$ cat config.mk
export PLATFORM = sky130hd
export DESIGN_NAME = alu_pipe
export DESIGN_NICKNAME = d
export VERILOG_FILES = /design/src/rtl/alu_pkg.sv /design/src/rtl/alu.sv /design/src/rtl/alu_pipe.sv
export SDC_FILE = /design/constraint.sdc
export NUM_CORES = 1
export LEC_CHECK = 0
export CORE_MARGIN = 1
export CORE_UTILIZATION = 50
export DETAILED_ROUTE_END_ITERATION = 12
export DONT_BUFFER_PORTS = 1
export GPL_TIMING_DRIVEN = 0
export SLEW_MARGIN = 10
export SYNTH_ARGS = -nofsm -noshare
export SYNTH_HDL_FRONTEND = slang
export SYNTH_HIERARCHICAL = 1
export SYNTH_SLANG_ARGS = --single-unit
$ cat constraint.sdc
create_clock -name clk -period 3 [get_ports clk]
set_input_delay 0.6 -clock clk [delete_from_list [all_inputs] [get_ports clk]]
set_output_delay 0.6 -clock clk [all_outputs]
set_load 0.03 [all_outputs]
$ cat src/rtl/alu_pkg.sv
// Shared widths and opcode encodings for the ALU and its pipelined wrapper.
package alu_pkg;

  localparam int DATA_W = 8;
  localparam int OP_W   = 4;

  localparam logic [OP_W-1:0] OP_ZERO   = 4'd0;
  localparam logic [OP_W-1:0] OP_ONE    = 4'd1;
  localparam logic [OP_W-1:0] OP_PASS_A = 4'd2;
  localparam logic [OP_W-1:0] OP_PASS_B = 4'd3;
  localparam logic [OP_W-1:0] OP_ADD    = 4'd4;
  localparam logic [OP_W-1:0] OP_NEG    = 4'd5;
  localparam logic [OP_W-1:0] OP_AND    = 4'd6;
  localparam logic [OP_W-1:0] OP_OR     = 4'd7;
  localparam logic [OP_W-1:0] OP_EQ     = 4'd8;
  localparam logic [OP_W-1:0] OP_GT     = 4'd9;

endpackage

$ cat src/rtl/alu.sv
// Purely combinational 8-bit ALU; undefined opcodes yield zero.
module alu
  import alu_pkg::*;
(
  input  logic [OP_W-1:0]   op,
  input  logic [DATA_W-1:0] a,
  input  logic [DATA_W-1:0] b,
  output logic [DATA_W-1:0] z
);

  always_comb begin
    // NOTE: default assignment first so no path through the case can infer a latch.
    z = '0;
    case (op)
      OP_ZERO:   z = 8'h00;
      OP_ONE:    z = 8'h01;
      OP_PASS_A: z = a;
      OP_PASS_B: z = b;
      OP_ADD:    z = a + b;
      OP_NEG:    z = ~a + 8'h01;
      OP_AND:    z = a & b;
      OP_OR:     z = a | b;
      OP_EQ:     z = (a == b) ? 8'h01 : 8'h00;
      OP_GT:     z = (a > b) ? 8'h01 : 8'h00;
      default:   z = 8'h00;
    endcase
  end

endmodule

$ cat src/rtl/alu_pipe.sv
// Two-stage valid/ready pipeline around alu: stage 1 holds the command,
// stage 2 holds the result, with a counter of completed output handshakes.
module alu_pipe
  import alu_pkg::*;
#(
  parameter int COUNT_W = 16
) (
  input  logic               clk,
  input  logic               rst,
  input  logic               in_valid,
  output logic               in_ready,
  input  logic [OP_W-1:0]    in_op,
  input  logic [DATA_W-1:0]  in_a,
  input  logic [DATA_W-1:0]  in_b,
  output logic               out_valid,
  input  logic               out_ready,
  output logic [DATA_W-1:0]  out_z,
  output logic               out_illegal,
  output logic [COUNT_W-1:0] op_count
);

  logic              s1_valid;
  logic [OP_W-1:0]   s1_op;
  logic [DATA_W-1:0] s1_a;
  logic [DATA_W-1:0] s1_b;
  logic [DATA_W-1:0] alu_z;
  logic              s1_illegal;
  logic              s2_free;
  logic              accept;

  // Stage 2 can take a new result when empty or being drained this cycle.
  assign s2_free    = !out_valid || out_ready;
  assign in_ready   = !rst && (!s1_valid || s2_free);
  assign accept     = in_valid && in_ready;
  assign s1_illegal = (s1_op > OP_GT);

  alu u_alu (
    .op (s1_op),
    .a  (s1_a),
    .b  (s1_b),
    .z  (alu_z)
  );

  // NOTE: non-blocking assignments for all flops so every register samples pre-edge values.
  always_ff @(posedge clk or posedge rst) begin
    if (rst) begin
      s1_valid    <= 1'b0;
      out_valid   <= 1'b0;
      out_z       <= '0;
      out_illegal <= 1'b0;
      op_count    <= '0;
    end else begin
      if (out_valid && out_ready) op_count <= op_count + COUNT_W'(1);

      if (s2_free) begin
        out_valid <= s1_valid;
        if (s1_valid) begin
          out_z       <= s1_illegal ? '0 : alu_z;
          out_illegal <= s1_illegal;
        end
      end

      if (accept)       s1_valid <= 1'b1;
      else if (s2_free) s1_valid <= 1'b0;
    end
  end

  // NOTE: payload registers carry no reset; s1_valid alone qualifies them.
  always_ff @(posedge clk) begin
    if (accept) begin
      s1_op <= in_op;
      s1_a  <= in_a;
      s1_b  <= in_b;
    end
  end

endmodule

==> results_dict.tcl <==
set metrics [dict create \
    outcome "finished clean" \
    reg2reg_from "s1_a[6]" \
    worstMarginPinSlew_ns 1.032 \
    synth_edf_count 20 \
    firstDrtPassIters 4 \
    rrSetupSlack_ns 0.55 \
    wl_per_cell_um 16.72 \
    setup-violations-final 0 \
    post_cts_buffers 0 \
    final_cells 361 \
    numPortBuffers 0 \
    dieArea_um2 6220 \
    syn_area_um2 2954 \
    cts_tree "yes" \
    drive_gt1_share_pct 10.03 \
    numCtsBuffers 5 \
    p_leak_nw 1.399 \
    final_hold_viol_count 0 \
    final_common_cell "dfrtp_1" \
    grt.overflow.total 0 \
    drtAntennaViolNets 0 \
    power_density_nw_per_um2 528.5 \
    crit_required_ns 3.21 \
    dp_hpwl_um 4622 \
    vdd_ir_drop_max_uv 429.7 \
    layout_worst_path_cycle_share_pct 81.69 \
    start_kind "flop" \
    hold_buffers 0 \
    finClkSkew_ns 0.006957 \
    synth_seq_cells 47 \
    vias 2044 \
    synth_seq_area_share_pct 43.20 \
    clkLatencyLatePin_ns 0.31 \
    final_cell_mix "27 x dfrtp_1, 26 x ha_1, 24 x inv_1, 20 x edfxtp_1" \
    fp-row-count 27 \
    grt_pass1_vias 2009 \
    crit_type "reg2reg" \
    timing.fmax_mhz 408.1 \
    synthFlopType "dfrtp_1" \
    route.detailed.drc 0 \
    worst_ep_arrival_time_ns 2.66 \
    cts_resized 0 \
    synthArstFlopShare_pct 57.45 \
    slew_viol_final 0 \
    gp_congestion 0.8684 \
    r2r_end "out_z[0]" \
    nets 339 \
    clock-root-buffer "clkbuf_8" \
    clk_pin_slew_worst_paths_ns 0.09 \
    max-cap-violations 0 \
    grt_max_degree 29 \
    die_h_um 78.87 \
    nFillCells 515 \
    clk_path_buf_depth 2 \
    critPathLaunch "s1_a[6]" \
    netlist_instances 280 \
    start_util_pct 52.68 \
    htree_levels 2 \
    slew_headroom_pct 31.12 \
    ios 51 \
    register_area_um2 1276 \
    grt_pass1_wl_um 10020 \
    rsz0062_at_grt "false" \
    numClockSinks 47 \
    min_period_ns 2.451 \
    r2r_cells 9 \
    holdWs_ns 0.3852 \
    core_um2 5608 \
    syn_nets 331 \
    syn_avg_cell_area_um2 10.55 \
    cp_max_fo 8 \
    viasPerCell 5.662 \
    crit_end "out_z[0]" \
    worstSetupEndpointType "flop" \
    ys_types 56 \
    yosysWarnings 6 \
    initialDrtViolationCount 100 \
    drt_wl_total_um 6036 \
    hold_depth 0 \
    dp.cells 353 \
    antenna_found_initial 0 \
    num_antenna_cells 0 \
    syn2layout_area_growth_pct 8.217 \
    grt_use_total_pct 20.94 \
    die_width_um 78.87 \
    hold_path_class "in2reg" \
    multi_input_area_um2 1548 \
]
worst min-delay path by stage:
stage	to	startpoint	slack, ns
3_3_place_gp	out_valid	s1_valid	0.53
5_1_grt	s1_b[0]	in_b[0]	0.38
4_1_cts	s1_b[0]	in_b[0]	0.38
6_report	s1_b[0]	in_b[0]	0.39
3_5_place_dp	out_valid	s1_valid	0.52
2_1_floorplan	out_valid	s1_valid	0.49
metal layers:
metal  routed length (µm)  GRT usage (%)
met3                  296          3.793
met5                    0              0
met1                 2988          30.63
met4                   60          5.455
met2                 2691          31.91
per-stage QoR:
| stage | setup TNS (ns) | util [%] | area [µm²] | setup slack (ns) | power, mW |
|---|---|---|---|---|---|
| after floorplan | 0 | - | 2954 | 0.3819 | 1.113 |
| after global placement | -3.477 | 54.28 | 3044 | -0.1753 | 1.171 |
| after detailed placement | 0 | 54.60 | 3062 | 0.5468 | 1.178 |
| after CTS | 0 | 57.01 | 3197 | 0.5428 | 1.708 |
| after global routing | 0 | 57.01 | 3197 | 0.4401 | 1.766 |
| final | 0 | 57.01 | 3197 | 0.5494 | 1.690 |
cells in the mapped netlist (all sizes together) (5+ instances only):
| cell type | instances | area [µm²] |
|---|---|---|
| a22o | 8 | 70.07 |
| ha | 26 | 325.3 |
| buf | 5 | 27.53 |
| edfxtp | 20 | 600.6 |
| nand2 | 18 | 67.56 |
| xnor2 | 18 | 157.7 |
| a211oi | 6 | 45.04 |
| nor3 | 5 | 25.02 |
| a21oi | 16 | 80.08 |
| inv | 24 | 90.09 |
| dfrtp | 27 | 675.7 |
| and3 | 6 | 52.55 |
| nand3 | 8 | 40.04 |
| nor2 | 16 | 67.56 |
| o21ai | 12 | 60.06 |
| xor2 | 7 | 68.82 |
| mux2i | 5 | 50.05 |
area by class of cell:
class,instances,share of cell area [%]
Sequential cell,47,39.92
Tap cell,72,2.818
Clock buffer,6,2.935
Clock inverter,2,1.292
Multi-Input combinational cell,201,48.41
Inverter,24,2.818
Timing Repair Buffer,1,0.4697
Buffer,8,1.331
worst max-delay path: stages (launching register included):
cell,delay [ns]
edfxtp_1,0.53
inv_1,0.09
ha_1,0.29
buf_4,0.17
or4_4,0.54
nor4b_4,0.25
nor3_1,0.09
o21ai_1,0.09
o211ai_1,0.11
a22o_1,0.20
flip-flops by register name, summed over array words and instances (netlist names):
name / cells
op_count: 16
out_z: 8
s1_a: 8
s1_b: 8
s1_op: 4
out_illegal: 1
out_valid: 1
s1_valid: 1
power breakdown:
| group | leakage (nW) | switching, mW | internal [mW] |
|---|---|---|---|
| Sequential | 0.540 | 0.187 | 0.739 |
| Clock | 0.0685 | 0.221 | 0.305 |
| Combinational | 0.791 | 0.127 | 0.111 |
| Total | 1.40 | 0.535 | 1.15 |
cell families (layout without fill, tap and decap cells):
logic type / Yosys count / after routing / synth area share, %
AND/OR/NAND/NOR: 80 / 80 / 16.73
XOR/XNOR: 25 / 25 / 7.666
multiplexers: 6 / 6 / 2.075
AO/OA/AOI/OAI: 63 / 63 / 14.15
flip-flops: 47 / 47 / 43.20
adder cells (fa/ha/maj): 27 / 27 / 11.69
buffers and inverters: 32 / 41 / 4.490
Note: power is estimated with default switching activity, not from simulation.
